### config.mk
export PLATFORM = sky130hd
export DESIGN_NAME = nes_multi_pad_reader
export DESIGN_NICKNAME = d
export VERILOG_FILES = /design/src/rtl/nes_multi_pad_reader.sv
export SDC_FILE = /design/constraint.sdc
export NUM_CORES = 1
export LEC_CHECK = 0
export BUFFER_PORTS_ARGS = -buffer_cell sky130_fd_sc_hd__buf_2
export CORE_MARGIN = 2
export CORE_UTILIZATION = 57
export CTS_CLUSTER_SIZE = 10
export DETAILED_ROUTE_END_ITERATION = 6
export HOLD_SLACK_MARGIN = 0.1
export MAX_ROUTING_LAYER = met4
export PLACE_DENSITY = 0.84
export SLEW_MARGIN = 10
export SYNTH_ARGS = -nofsm -noshare
export SYNTH_HDL_FRONTEND = slang
export SYNTH_SLANG_ARGS = --single-unit
### constraint.sdc
create_clock -name clk -period 2.2 [get_ports clk]
set_input_delay 0.11 -clock clk [delete_from_list [all_inputs] [get_ports clk]]
set_output_delay 0.11 -clock clk [all_outputs]
set_load 0.03 [all_outputs]
### src/rtl/nes_multi_pad_reader.sv
`default_nettype none
// ============================================================================
// Module      : nes_multi_pad_reader
// Description : Polls 1..4 NES controllers over a shared latch/pulse pair,
//               samples every pad's serial line in parallel, detects
//               plugged-in pads and publishes buttons, new presses and a
//               one-cycle valid strobe.
// Revision    : 1.0 - initial release
// ============================================================================
module nes_multi_pad_reader #(
  parameter int NUM_PADS    = 2,
  parameter int CLK_DIV     = 150,
  parameter int SYNC_STAGES = 2
) (
  input  logic                    clk,
  input  logic                    reset_n,
  input  logic                    start,
  input  logic [NUM_PADS-1:0]     pad_data,
  output logic                    pad_latch,
  output logic                    pad_pulse,
  output logic                    busy,
  output logic                    valid,
  output logic                    overrun,
  output logic [8*NUM_PADS-1:0]   buttons,
  output logic [8*NUM_PADS-1:0]   pressed,
  output logic [NUM_PADS-1:0]     present
);

  localparam int                DIV_W    = $clog2(CLK_DIV);
  localparam logic [DIV_W-1:0]  DIV_LAST = DIV_W'(CLK_DIV - 1);
  localparam logic [3:0]        IDX_LAST = 4'd8;

  typedef enum logic [1:0] {
    IDLE    = 2'd0,
    LATCH   = 2'd1,
    READ_LO = 2'd2,
    READ_HI = 2'd3
  } state_t;

  state_t                               state_q, state_d;
  logic [DIV_W-1:0]                     div_q, div_d;
  logic [3:0]                           idx_q, idx_d;
  logic                                 lat_half_q, lat_half_d;
  logic [SYNC_STAGES-1:0][NUM_PADS-1:0] sync_q, sync_d;
  logic [8*NUM_PADS-1:0]                shift_q, shift_d;
  logic [8*NUM_PADS-1:0]                buttons_q, buttons_d;
  logic [8*NUM_PADS-1:0]                pressed_q, pressed_d;
  logic [NUM_PADS-1:0]                  present_q, present_d;
  logic                                 valid_q, valid_d;
  logic                                 overrun_q, overrun_d;
  logic                                 latch_q, latch_d;
  logic                                 pulse_q, pulse_d;
  logic                                 busy_q, busy_d;

  logic                                 tick;
  logic [NUM_PADS-1:0]                  sync_data;
  logic [8*NUM_PADS-1:0]                commit_btn;

  assign tick      = (div_q == DIV_LAST);
  assign sync_data = sync_q[SYNC_STAGES-1];

  // Synchroniser chain: stage 0 captures the raw pad lines, last stage is used.
  always_comb begin
    sync_d = {sync_q[SYNC_STAGES-2:0], pad_data};
  end

  // Button word to publish at commit; an absent pad (line idles high) reads 0.
  always_comb begin
    commit_btn = '0;
    for (int p = 0; p < NUM_PADS; p++) begin
      commit_btn[8*p +: 8] = sync_data[p] ? 8'h00 : shift_q[8*p +: 8];
    end
  end

  // Poll sequencer: divider, bit index, shift capture, commit and strobes.
  always_comb begin
    state_d    = state_q;
    div_d      = tick ? '0 : div_q + DIV_W'(1);
    idx_d      = idx_q;
    lat_half_d = lat_half_q;
    shift_d    = shift_q;
    buttons_d  = buttons_q;
    pressed_d  = pressed_q;
    present_d  = present_q;
    valid_d    = 1'b0;
    // A request that arrives while a poll is running is dropped and flagged.
    overrun_d  = start && (state_q != IDLE);

    case (state_q)
      IDLE: begin
        div_d = '0;
        if (start) begin
          state_d    = LATCH;
          idx_d      = 4'd0;
          lat_half_d = 1'b0;
        end
      end
      LATCH: begin
        if (tick) begin
          if (lat_half_q) begin
            state_d = READ_LO;
          end else begin
            lat_half_d = 1'b1;
          end
        end
      end
      READ_LO: begin
        if (tick) begin
          if (idx_q == IDX_LAST) begin
            // After 8 shifts a real pad outputs its tied-low serial input.
            state_d   = IDLE;
            present_d = ~sync_data;
            buttons_d = commit_btn;
            pressed_d = commit_btn & ~buttons_q;
            valid_d   = 1'b1;
          end else begin
            for (int p = 0; p < NUM_PADS; p++) begin
              shift_d[8*p + int'(idx_q[2:0])] = ~sync_data[p];
            end
            state_d = READ_HI;
          end
        end
      end
      READ_HI: begin
        if (tick) begin
          idx_d   = idx_q + 4'd1;
          state_d = READ_LO;
        end
      end
      default: state_d = IDLE;
    endcase

    // Pad-facing lines are decoded from the next state so they leave a flop.
    latch_d = (state_d == LATCH);
    pulse_d = (state_d == READ_HI);
    busy_d  = (state_d != IDLE);
  end

  // State and datapath registers; reset aborts any poll immediately.
  always_ff @(posedge clk or negedge reset_n) begin
    if (!reset_n) begin
      state_q    <= IDLE;
      div_q      <= '0;
      idx_q      <= '0;
      lat_half_q <= 1'b0;
      sync_q     <= '0;
      shift_q    <= '0;
      buttons_q  <= '0;
      pressed_q  <= '0;
      present_q  <= '0;
      valid_q    <= 1'b0;
      overrun_q  <= 1'b0;
      latch_q    <= 1'b0;
      pulse_q    <= 1'b0;
      busy_q     <= 1'b0;
    end else begin
      state_q    <= state_d;
      div_q      <= div_d;
      idx_q      <= idx_d;
      lat_half_q <= lat_half_d;
      sync_q     <= sync_d;
      shift_q    <= shift_d;
      buttons_q  <= buttons_d;
      pressed_q  <= pressed_d;
      present_q  <= present_d;
      valid_q    <= valid_d;
      overrun_q  <= overrun_d;
      latch_q    <= latch_d;
      pulse_q    <= pulse_d;
      busy_q     <= busy_d;
    end
  end

  assign pad_latch = latch_q;
  assign pad_pulse = pulse_q;
  assign busy      = busy_q;
  assign valid     = valid_q;
  assign overrun   = overrun_q;
  assign buttons   = buttons_q;
  assign pressed   = pressed_q;
  assign present   = present_q;

endmodule
`default_nettype wire
Word level (Yosys, flattened, before mapping). Cells that the tools add are included.

Output and inout port bits: 39. Bits in registers: 74. Bits of input ports: 5. Word-level logic and storage cells: 76.

Add/subtract/negate cells: 3. Bitwise gates (word level): 6. Order comparisons: 4. Multiplexer cells: 26. Reductions and logical operators: 12. Equality and inequality tests: 10.

Operator list (number): bitwise mux 16 bit (2); two-way mux 8 bit (4); AND 16 bit (1); NOT 16 bit (1); two-way mux 2 bit (6); AND reduction 3 bit (4); adder 8 x 1 -> 8 bit, second input constant (1); equality test 8 bit, second input constant (1); two-way mux 4 bit (2); case mux 2 bit (4 select lines) (1); case mux 4 bit (2 select lines) (1); nonzero test 2 bit (4); two-way mux 1 bit (7); equality test 2 bit, second input constant (3); != test 2 bit, second input constant (3); adder 4 x 3 -> 5 bit, first input constant (1); >= comparator 5 x 1 -> 1 bit, second input constant (1); < comparator 3 x 5 -> 1 bit, second input constant (1); < comparator 5 bit, second input constant (1); adder 4 x 1 -> 4 bit, second input constant (1); demux 1 bit (select 4 bit) (1); equality test 2 x 1 -> 1 bit, second input constant (2); equality test 4 bit, second input constant (1); demux 1 bit (select 3 bit) (1); other kinds (6) (10).

Depth between registers and ports, before layout. Gate-level depths: netlist of the first run.

Depth after elaboration: 6. Mapped depth: 6.

Worst setup path after synthesis of the first run. No wires, ideal clock.

Kind: reg2reg. From: reg div_q[1]. To: reg buttons_q[10] (netlist: buttons[10]). Path buffers: 1. Stages on the path, launching flop included: 7. Arrival time: 1856 ps. Data required time: 2075 ps. Setup slack: 219 ps. Setup time: 125 ps. Path through: dfrtp_1 -> inv_1 -> ha_1 -> nand3b_4 -> nor4_4 -> buf_6 -> mux2_2.

Longest elaborated chain between the ends: 2.

RTL lines: start: declaration (RTL line 41) `logic [DIV_W-1:0] div_q, div_d;`; start signal: assignment (RTL line 158) `div_q <= div_d;`; equality test 8 bit (RTL line 59) `assign tick = (div_q == DIV_LAST);`; AND reduction 3 bit (no line); end signal: assignment (RTL line 163) `buttons_q <= buttons_d;`; end: declaration (RTL line 46) `logic [8*NUM_PADS-1:0] buttons_q, buttons_d;`.

No other way between the ends. A chain may end at the register's enable or synchronous reset.

Final worst setup path of the first run.
From: reg div_q[1]. To: reg buttons_q[3] (netlist: buttons[3]).

Same word-level chain as after synthesis.

==> results of run 1 <==
-- per-stage QoR --
step | util, % | cells
CTS | 70.3 | 408
global placement | 64.8 | 389
detailed placement | 64.8 | 389
finish | 70.3 | 408
global route | 70.3 | 408
floorplan | - | 283
-- worst max-delay path, stage by stage (launching register included) --
cell                       delay (ns)
sky130_fd_sc_hd__dfrtp_1         0.41
sky130_fd_sc_hd__inv_1           0.07
sky130_fd_sc_hd__ha_1            0.25
sky130_fd_sc_hd__nand3b_4        0.17
sky130_fd_sc_hd__nor4_4          0.33
sky130_fd_sc_hd__buf_12          0.26
sky130_fd_sc_hd__mux2_2          0.36
-- layer usage --
metal / routed length (um) / share of wire, % / global-route usage [%] / vias up
met5: 0 / 0 / - / -
met4: 170 / 2.7 / 10.3 / 0
met3: 362 / 5.7 / 5.17 / 17
met2: 3080 / 48 / 33.5 / 77
met1: 2800 / 44 / 29.6 / 1151
li1: - / - / - / 1090
-- kinds of logic (layout without fill, tap and decap cells) --
| logic type | count (synthesis) | in the layout |
|---|---|---|
| simple gates | 83 | 83 |
| flops | 74 | 74 |
| mux | 50 | 50 |
| buf+inv | 41 | 94 |
| compound gates | 28 | 28 |
| fa+ha+maj | 4 | 4 |
| xor+xnor | 3 | 3 |
-- registers in the layout, indices dropped and copies added, names as in the netlist, 2 cells and up --
register / flops
state_q: 2
idx_q: 4
present: 2
buttons: 16
shift_q: 16
pressed: 16
div_q: 8
sync_data: 2
sync_d: 2
-- final cells by class --
type	instances	area, sq um	area share [%]
inverters	24	90.1	2.31
clock inverters	6	138	3.54
clock buffers	9	124	3.18
multi-input cells	168	1270	32.6
repair buffers	55	330	8.49
flip-flops and latches	74	1850	47.6
well taps	72	90.1	2.31
-- cell usage after synthesis, types with 2 or more instances --
cell type,n,area [sq um]
sky130_fd_sc_hd__o31ai_1,2,15.0
sky130_fd_sc_hd__buf_6,3,33.8
sky130_fd_sc_hd__or3_1,3,18.8
sky130_fd_sc_hd__nand3_1,5,25.0
sky130_fd_sc_hd__nor4_1,3,18.8
sky130_fd_sc_hd__inv_1,24,90.1
sky130_fd_sc_hd__clkbuf_1,12,45.0
sky130_fd_sc_hd__nor4bb_1,2,20.0
sky130_fd_sc_hd__mux2_2,28,315
sky130_fd_sc_hd__o21ai_0,6,30.0
sky130_fd_sc_hd__nand2b_1,2,12.5
sky130_fd_sc_hd__ha_1,4,50.1
sky130_fd_sc_hd__nand4_1,7,43.8
sky130_fd_sc_hd__a21oi_1,11,55.1
sky130_fd_sc_hd__mux2i_1,18,180
sky130_fd_sc_hd__and4_1,2,17.5
sky130_fd_sc_hd__nor2_1,24,90.1
sky130_fd_sc_hd__and4b_1,2,20.0
sky130_fd_sc_hd__mux2_1,4,45.0
sky130_fd_sc_hd__nor3_1,20,100
sky130_fd_sc_hd__xor2_1,2,17.5
sky130_fd_sc_hd__nand2_1,5,18.8
sky130_fd_sc_hd__dfrtp_1,74,1850
sky130_fd_sc_hd__and3b_1,2,17.5
-- final timing paths --
kind	end	slack [ns]	depth (start not counted)
setup / recovery	buttons[3]$_DFFE_PN0P_	0.20	6
hold / removal	sync_data[0]$_DFF_PN0_	0.35	0
setup reg to reg	buttons[3]$_DFFE_PN0P_	0.20	6
hold reg to reg	sync_data[0]$_DFF_PN0_	0.35	0
max in group asynchronous	pressed[13]$_DFFE_PN0P_	1.19	2
min in group asynchronous	div_q[6]$_DFF_PN0_	0.42	2
-- power groups by stage --
stage               Clock [W]  Sequential, W  Combinational, W
finish                0.00138        0.00138         0.0000458
global route          0.00146        0.00138         0.0000532
CTS                   0.00140        0.00138         0.0000478
detailed placement          0        0.00140         0.0000422
global placement            0        0.00140         0.0000415
floorplan                   0        0.00139         0.0000148
==> impl_metrics.tcl, run 1 <==
set metrics [dict create \
    run_status "complete, no violations" \
    data_arrival_time_of_the_critical_path_ns 2.23 \
    io_pins 44 \
    rsz_0062_raised_after_global_routing "no" \
    grt-ovfl-total 0 \
    clk_pin_slew_worst_paths_ns 0.07 \
    classification_of_the_worst_setup_path "reg -> reg" \
    detail_route.wirelength_mm 6.41 \
    die_w_um 80.1 \
    floorplan.initialDensity_pct 59.6 \
    dp_slack_ns 0.245 \
    drive_gt1_share_pct 28.9 \
    p_sw_w 0.000562 \
    ir_worst_vdd_mv 0.532 \
    max_slew.worst_pin.slew_ns 0.903 \
    via_per_instance_ratio 5.72 \
    drt_iter0_markers 157 \
    post-route-worst-setup-slack_ns 0.204 \
    route.detailed.wl_per_inst_um 15.7 \
    critPathMaxFanout 36 \
    crit_start "div_q[1]$_DFF_PN0_" \
    worst_slew_margin_rel_pct 39.8 \
    synth.distinct_cells 42 \
    fin_crit_ns 2.00 \
    syn-cell-area_sq_um 3300 \
    required_ns 2.43 \
    layout.cells.most_common_list "sky130_fd_sc_hd__dfrtp_1 (74), sky130_fd_sc_hd__buf_2 (42), sky130_fd_sc_hd__mux2_2 (28)" \
    grt.total_usage_pct 22.5 \
    cts.sinks 74 \
    diodes 0 \
    fill_cells 407 \
    fin_setup_tns_ns 0 \
    worst_skew_pair.late_latency_ns 0.35 \
    synth_top_family_by_area "multiplexers" \
    setup.worst_path.start_class "flop" \
    p_comb_share_pct 1.6 \
    timing.final.max_slew_violations 0 \
    seq_area_frac_synth_pct 56.1 \
    crit-reg2reg-launch "div_q[1]$_DFF_PN0_" \
    place_congestion 0.921 \
    cts_hold_buffers 4 \
    cts_made_buffers 9 \
    seq_power_share_pct 49.0 \
    area_growth_syn_to_layout_pct 17.9 \
    switching_share_pct 20.0 \
    fp.dieH_um 80.1 \
    placeableCoreArea_sq_um 5540 \
    postRouteAntennaNets 0 \
    p_int_w 0.00224 \
    finalHoldViolCount 0 \
    most_frequent_standard_cell_in_the_layout_excluding_fill_and_tap_cells "sky130_fd_sc_hd__dfrtp_1" \
    finalPower_w 0.00281 \
    netlist_instances 283 \
    synth-edff-count 0 \
    post_cts_resize_count 0 \
    placedInstanceArea_sq_um 3590 \
    syn_nets 292 \
    synth_async_sr_flop_share_pct 100 \
    syn-mean-instance-area_sq_um 11.7 \
    cts_root_buf "sky130_fd_sc_hd__clkbuf_8" \
    number_of_port_buffers 43 \
    cts_tree "done" \
    stdcell_area_sq_um 3890 \
    synth_top_flop_cell "sky130_fd_sc_hd__dfrtp_1" \
    global_route_wire_length_before_repair_mm 10.6 \
    yosys_register_bits 74 \
    whs_ns 0.352 \
    route.vias.total 2335 \
    grt_start_max_net_pins 75 \
    clk_buf_depth 2 \
    skew_ns 0.0156 \
    drcViolationCount 0 \
    count_of_endpoints_failing_setup_in_the_final_report 0 \
    hold_path_startpoint "sync_d[2]$_DFF_PN0_" \
    timing.fmax_mhz 501 \
    synth_adder_area_share_pct 1.52 \
    hold_path.class "reg -> reg" \
    detailedPlacementHpwl_mm 4.10 \
    yosys_warnings 0 \
    drv.max_cap_violation_count 0 \
    fin_nets 341 \
    number_of_global_route_vias_before_repair 2225 \
    row_count 27 \
    synth-compound-area-share_pct 5.31 \
    synth_area_in_xor_xnor_pct 0.796 \
    drt_first_pass_iters 4 \
    synth_simple_gate_area_share_pct 14.4 \
    die-area_sq_um 6420 \
    critPathCaptureType "flop" \
    post_cts.repair.setup_buffers 0 \
    power_density_nw_per_um2 721 \
    cts.htree.levels 3 \
    static-leakage-power_nw 1.96 \
    synth.mux.area_fraction_pct 16.4 \
    power.share.clock_pct 49.3 \
    grt_antenna_before_repair 0 \
    period_share_pct 90.7 \
]
Power figures use the tool's default switching activity.
==> inputs of run 2 (changes only) <==
--- a/config.mk
+++ b/config.mk
@@ -8,3 +8,2 @@
 export BUFFER_PORTS_ARGS = -buffer_cell sky130_fd_sc_hd__buf_2
-export CORE_MARGIN = 2
 export CORE_UTILIZATION = 57
==> constraint.sdc (replaced) <==
create_clock -name clk -period 2.2 [get_ports clk]
set_input_delay 0.22 -clock clk [delete_from_list [all_inputs] [get_ports clk]]
set_output_delay 0.22 -clock clk [all_outputs]
set_load 0.03 [all_outputs]
==> impl_metrics.tcl, run 2 (synthesis gave the netlist of run 1 again) <==
set metrics [dict create \
    most_frequent_standard_cell_in_the_layout_excluding_fill_and_tap_cells "sky130_fd_sc_hd__dfrtp_1" \
    global_route_wire_length_before_repair_mm 10.4 \
    multi_input_area_sq_um 1270 \
    hold_path.class "in -> reg" \
    path_buf_inv 2 \
    clk_pin_slew_worst_paths_ns 0.07 \
    max_slew.worst_pin.slew_ns 0.699 \
    setup.worst_path.start_class "flop" \
    critPathCaptureType "flop" \
    route.vias.total 2281 \
    cts_hold_buffers 3 \
    worst_slew_margin_rel_pct 53.4 \
    ir_worst_vdd_mv 0.504 \
    die_w_um 78.1 \
    post_cts_resize_count 0 \
    diodes 0 \
    grt.total_usage_pct 23.1 \
    drt_iter0_markers 159 \
    io_pins 44 \
    drv.max_cap_violation_count 0 \
    crit_start "idx_q[0]$_DFFE_PN0P_" \
    timing.fmax_mhz 508 \
    timing.final.max_slew_violations 0 \
    grt_start_max_net_pins 75 \
    count_of_endpoints_failing_setup_in_the_final_report 0 \
    worstRegToRegCells 6 \
    clk_buf_depth 2 \
    cts_made_buffers 9 \
    grt-ovfl-total 0 \
    placeableCoreArea_sq_um 5540 \
    cp_slowest_stage_delay_ns 0.44 \
    final_cells 409 \
    finalHoldViolCount 0 \
    die-area_sq_um 6100 \
    sequential_cell_area_sq_um 1850 \
    worst_skew_pair.late_latency_ns 0.36 \
    skew_ns 0.00817 \
    fp.dieH_um 78.1 \
    cts_root_buf "sky130_fd_sc_hd__clkbuf_8" \
    switching_share_pct 19.7 \
    fin_crit_ns 1.97 \
    post-place-cells 390 \
    postRouteAntennaNets 0 \
    drt_first_pass_iters 4 \
    crit-reg2reg-launch "idx_q[0]$_DFFE_PN0P_" \
    route.detailed.wl_per_inst_um 14.9 \
    critPathMaxFanout 36 \
    static-leakage-power_nw 1.95 \
    post_cts.repair.setup_buffers 0 \
    finalPower_w 0.00265 \
    number_of_global_route_vias_before_repair 2195 \
    p_sw_w 0.000524 \
    p_int_w 0.00213 \
    cts.sinks 74 \
    crit_path_cell_trace "inv_1 > ha_1 > nand3b_1 > nor4_4 > buf_12 > mux2_2" \
    detail_route.wirelength_mm 6.08 \
    required_ns 2.44 \
    detailedPlacementHpwl_mm 4.08 \
    rrSetupSlack_ns 0.23 \
    rsz_0062_raised_after_global_routing "no" \
    fin_nets 341 \
    fin_setup_tns_ns 0 \
    floorplan.initialDensity_pct 59.6 \
    slowest_stage "sky130_fd_sc_hd__dfrtp_1" \
    timing.critical_path.depth 6 \
    p_comb_share_pct 2.0 \
    seq_power_share_pct 51.7 \
    critical_path.top_delay_family "simple AND/OR/NAND/NOR gates" \
    r2r_end "buttons[4]$_DFFE_PN0P_" \
    power_density_nw_per_um2 685 \
    number_of_port_buffers 43 \
    classification_of_the_worst_setup_path "reg -> reg" \
    cts_tree "done" \
    grt_antenna_before_repair 0 \
    power.share.clock_pct 46.4 \
    cts.htree.levels 3 \
    via_per_instance_ratio 5.58 \
    setup.worst_path.end "buttons[4]$_DFFE_PN0P_" \
    place_congestion 0.931 \
    area_growth_syn_to_layout_pct 17.3 \
    layout.cells.most_common_list "sky130_fd_sc_hd__dfrtp_1 (74), sky130_fd_sc_hd__buf_2 (43), sky130_fd_sc_hd__mux2_2 (28)" \
    data_arrival_time_of_the_critical_path_ns 2.20 \
    drive_gt1_share_pct 28.8 \
    drcViolationCount 0 \
    run_status "complete, no violations" \
    row_count 27 \
    period_share_pct 89.5 \
    fill_cells 404 \
]
==> run 2: metrics by stage <==
stage	util [%]	worst slack, ns	instance area [sq um]	hold WS [ns]
floorplan	-	0.219	3300	-0.0756
global placement	65.1	0.284	3610	0.275
detailed placement	65.1	0.259	3610	0.276
CTS	69.9	0.242	3870	0.122
global route	69.9	0.112	3870	0.123
finish	69.9	0.231	3870	0.128
==> run 2: worst min path at each step <==
stage	startpoint	end	slack (ns)	depth (start not counted)
after global routing	start	overrun$_DFF_PN0_	0.12	2
final	start	overrun$_DFF_PN0_	0.13	2
after CTS	start	overrun$_DFF_PN0_	0.12	2
after global placement	reset_n	div_q[4]$_DFF_PN0_	0.28	2
after floorplan	reset_n	busy$_DFF_PN0_	-0.08	0
after detailed placement	reset_n	div_q[5]$_DFF_PN0_	0.28	2
==> run 2: power groups by stage <==
stage	registers, W	logic [W]	clock network (W)
2_1_floorplan	0.00139	0.0000148	0
3_3_place_gp	0.00140	0.0000503	0
3_5_place_dp	0.00140	0.0000508	0
4_1_cts	0.00137	0.0000547	0.00125
5_1_grt	0.00137	0.0000606	0.00131
6_report	0.00137	0.0000527	0.00123
==> run 2: layout make-up <==
type | instances | area share, %
Sequential cell | 74 | 47.8
Multi-Input combinational cell | 168 | 32.8
Timing Repair Buffer | 55 | 8.72
Clock buffer | 11 | 3.39
Clock inverter | 5 | 2.65
Inverter | 24 | 2.33
Tap cell | 72 | 2.33
==> run 2: layer usage <==
layer	track usage [%]	routed length, um
met1	29.9	2790
met2	34.8	2900
met3	6.63	280
met4	8.33	114
met5	-	0
==> run 2: worst register-to-register path, delay by kind of cell, from the launching register on <==
kind / cells / cell delay, ns
AND/OR/NAND/NOR: 2 / 0.49
flip-flops: 1 / 0.44
multiplexers: 1 / 0.39
buffers and inverters: 2 / 0.36
adder cells (fa/ha/maj): 1 / 0.16
==> inputs of run 3 (changes only) <==
Settings changed: ABC_AREA from default to 1, CORE_UTILIZATION 57 to 59, CTS_BUF_LIST from default to sky130_fd_sc_hd__clkbuf_8, PLACE_DENSITY 0.84 to 0.87.
==> impl_metrics.tcl, run 3 <==
set metrics [dict create \
    grt.total_usage_pct 24.6 \
    static-leakage-power_nw 1.84 \
    drive_gt1_share_pct 22.8 \
    hold_path_startpoint "sync_d[2]$_DFF_PN0_" \
    cts.sinks 74 \
    grt_start_max_net_pins 69 \
    route.detailed.wl_per_inst_um 12.6 \
    area_growth_syn_to_layout_pct 15.3 \
    library_cell_occupying_the_most_area_in_the_post_synthesis_netlist "sky130_fd_sc_hd__dfrtp_1" \
    synth.distinct_cells 27 \
    fin_setup_tns_ns 0 \
    diodes 0 \
    grt_antenna_before_repair 0 \
    synth_top_flop_cell "sky130_fd_sc_hd__dfrtp_1" \
    worst_skew_pair.late_latency_ns 0.34 \
    fin_crit_ns 1.86 \
    critPathMostFrequentCell "sky130_fd_sc_hd__nand2_1" \
    number_of_port_buffers 43 \
    path_buf_inv 2 \
    clk_pin_slew_worst_paths_ns 0.07 \
    critPathCaptureType "flop" \
    yosys_warnings 0 \
    yosys-top-cells-area "sky130_fd_sc_hd__dfrtp_1 (58%), sky130_fd_sc_hd__nand2_1 (13%), sky130_fd_sc_hd__o21ai_1 (4.7%)" \
    yosys_register_bits 74 \
    route.vias.total 2484 \
    postRouteAntennaNets 0 \
    synth_cell_count_leaders "sky130_fd_sc_hd__nand2_1 (109), sky130_fd_sc_hd__dfrtp_1 (74), sky130_fd_sc_hd__o21ai_1 (30)" \
    count_of_endpoints_failing_setup_in_the_final_report 0 \
    power_density_nw_per_um2 633 \
    row_count 26 \
    number_of_global_route_vias_before_repair 2230 \
    yosysMostFrequentCell "sky130_fd_sc_hd__nand2_1" \
    classification_of_the_worst_setup_path "reg -> reg" \
    syn-mean-instance-area_sq_um 9.19 \
    synth_top_cell_area_share_pct 57.9 \
    timing.critical_path.depth 8 \
    finalPower_w 0.00233 \
    slowest_stage "sky130_fd_sc_hd__buf_4" \
    period_share_pct 84.7 \
    netlist_instances 348 \
    hold_path.class "reg -> reg" \
    global_route_wire_length_before_repair_mm 9.97 \
    timing.final.max_slew_violations 0 \
    synth-edff-count 0 \
    cts_root_buf "sky130_fd_sc_hd__clkbuf_8" \
    run_status "complete, no violations" \
    setup.worst_path.start_class "flop" \
    rsz_0062_raised_after_global_routing "no" \
    syn_nets 357 \
    seq_area_frac_synth_pct 57.9 \
    synth_async_sr_flop_share_pct 100 \
    place_congestion 0.875 \
    finalHoldViolCount 0 \
    cts_made_buffers 9 \
    crit-reg2reg-launch "idx_q[0]$_DFFE_PN0P_" \
    syn-cell-area_sq_um 3200 \
    floorplan.initialDensity_pct 61.8 \
    fin_nets 409 \
    min_path_cells 0 \
    worst_slew_margin_rel_pct 58.3 \
    cts_tree "done" \
    die-area_sq_um 5720 \
    crit_path_cell_trace "inv_1 > ha_1 > nand2_1 > nor2_1 > nand3_2 > buf_4 > nand2_1 > o21ai_1" \
    critPathMaxFanout 68 \
    clk_buf_depth 2 \
    drcViolationCount 0 \
    via_per_instance_ratio 5.24 \
    drt_first_pass_iters 4 \
    skew_ns 0.0100 \
    critical_path.top_delay_family "buffers and inverters" \
    die_w_um 75.6 \
    drv.max_cap_violation_count 0 \
    fp.dieH_um 75.6 \
    layout.cells.most_common_list "sky130_fd_sc_hd__nand2_1 (109), sky130_fd_sc_hd__dfrtp_1 (74), sky130_fd_sc_hd__buf_2 (43)" \
    placeableCoreArea_sq_um 5170 \
    ir_worst_vdd_mv 0.440 \
    most_frequent_standard_cell_in_the_layout_excluding_fill_and_tap_cells "sky130_fd_sc_hd__nand2_1" \
    detailedPlacementHpwl_mm 4.17 \
    crit_start "idx_q[0]$_DFFE_PN0P_" \
    worstRegToRegCells 8 \
    drt_iter0_markers 186 \
    max_slew.worst_pin.slew_ns 0.625 \
    timing.fmax_mhz 537 \
    detail_route.wirelength_mm 5.97 \
    data_arrival_time_of_the_critical_path_ns 2.12 \
    cts.htree.levels 3 \
    required_ns 2.46 \
    cp_slowest_stage_delay_ns 0.51 \
    grt-ovfl-total 0 \
    io_pins 44 \
]
## run 3: worst register-to-register path: stages, from the launching register on
cell	delay, ns
sky130_fd_sc_hd__dfrtp_1	0.43
sky130_fd_sc_hd__inv_1	0.14
sky130_fd_sc_hd__ha_1	0.25
sky130_fd_sc_hd__nand2_1	0.07
sky130_fd_sc_hd__nor2_1	0.06
sky130_fd_sc_hd__nand3_2	0.07
sky130_fd_sc_hd__buf_4	0.51
sky130_fd_sc_hd__nand2_1	0.13
sky130_fd_sc_hd__o21ai_1	0.12
## run 3: final cells by class
cell class	count	area (sq um)
sequential	74	1850
fill	381	1490
multi-input combinational	243	1190
timing repair buffer	52	305
clock buffer	11	151
tap	70	87.6
inverter	20	76.3
clock inverter	4	20.0
## run 3: cell families (layout without fill, tap and decap cells)
family / Yosys count / in the layout / share of synthesized area [%]
XOR/XNOR: 6 / 6 / 1.64
flip-flops: 74 / 74 / 57.9
multiplexers: 1 / 1 / 0.313
AND/OR/NAND/NOR: 193 / 193 / 27.0
AO/OA/AOI/OAI: 39 / 39 / 6.73
adder cells (fa/ha/maj): 4 / 4 / 1.57
buffers and inverters: 31 / 87 / 4.77
## run 3: metal layers
layer	track usage, %	wire length, um
met5	-	0
met1	32.6	2790
met3	6.35	240
met2	37.5	2860
met4	7.61	76
## run 3: path summary, 6_finish.rpt
path	to	slack [ns]
worst max-delay path	buttons[8]$_DFFE_PN0P_	0.34
worst min-delay path	sync_data[0]$_DFF_PN0_	0.35
worst max register to register	buttons[8]$_DFFE_PN0P_	0.34
worst min register to register	sync_data[0]$_DFF_PN0_	0.35
max in group asynchronous	pressed[10]$_DFFE_PN0P_	1.20
min in group asynchronous	pressed[9]$_DFFE_PN0P_	0.39
## run 3: through the flow
step | utilization (%) | std cells | hold WS, ns | setup slack [ns] | cell area, sq um
after global placement | 67.2 | 455 | 0.222 | 0.457 | 3470
after global routing | 71.2 | 474 | 0.360 | 0.149 | 3680
after detailed placement | 67.2 | 455 | 0.235 | 0.373 | 3470
after CTS | 71.2 | 474 | 0.357 | 0.349 | 3680
final | 71.2 | 474 | 0.352 | 0.337 | 3680
after floorplan | - | 348 | -0.0756 | 0.620 | 3200
## run 3: report_power, final
part | switching, W | internal (W)
sequential | 0.00000192 | 0.00136
combinational | 0.0000388 | 0.0000147
clock | 0.000459 | 0.000455
## run 3: what timing repair did
action                                 4_1_cts  5_1_grt
setup endpoints to repair                    0        0
resized for setup                            0        0
buffers inserted                             0        0
hold buffers                                 4        0
endpoints found under the hold margin       25        0
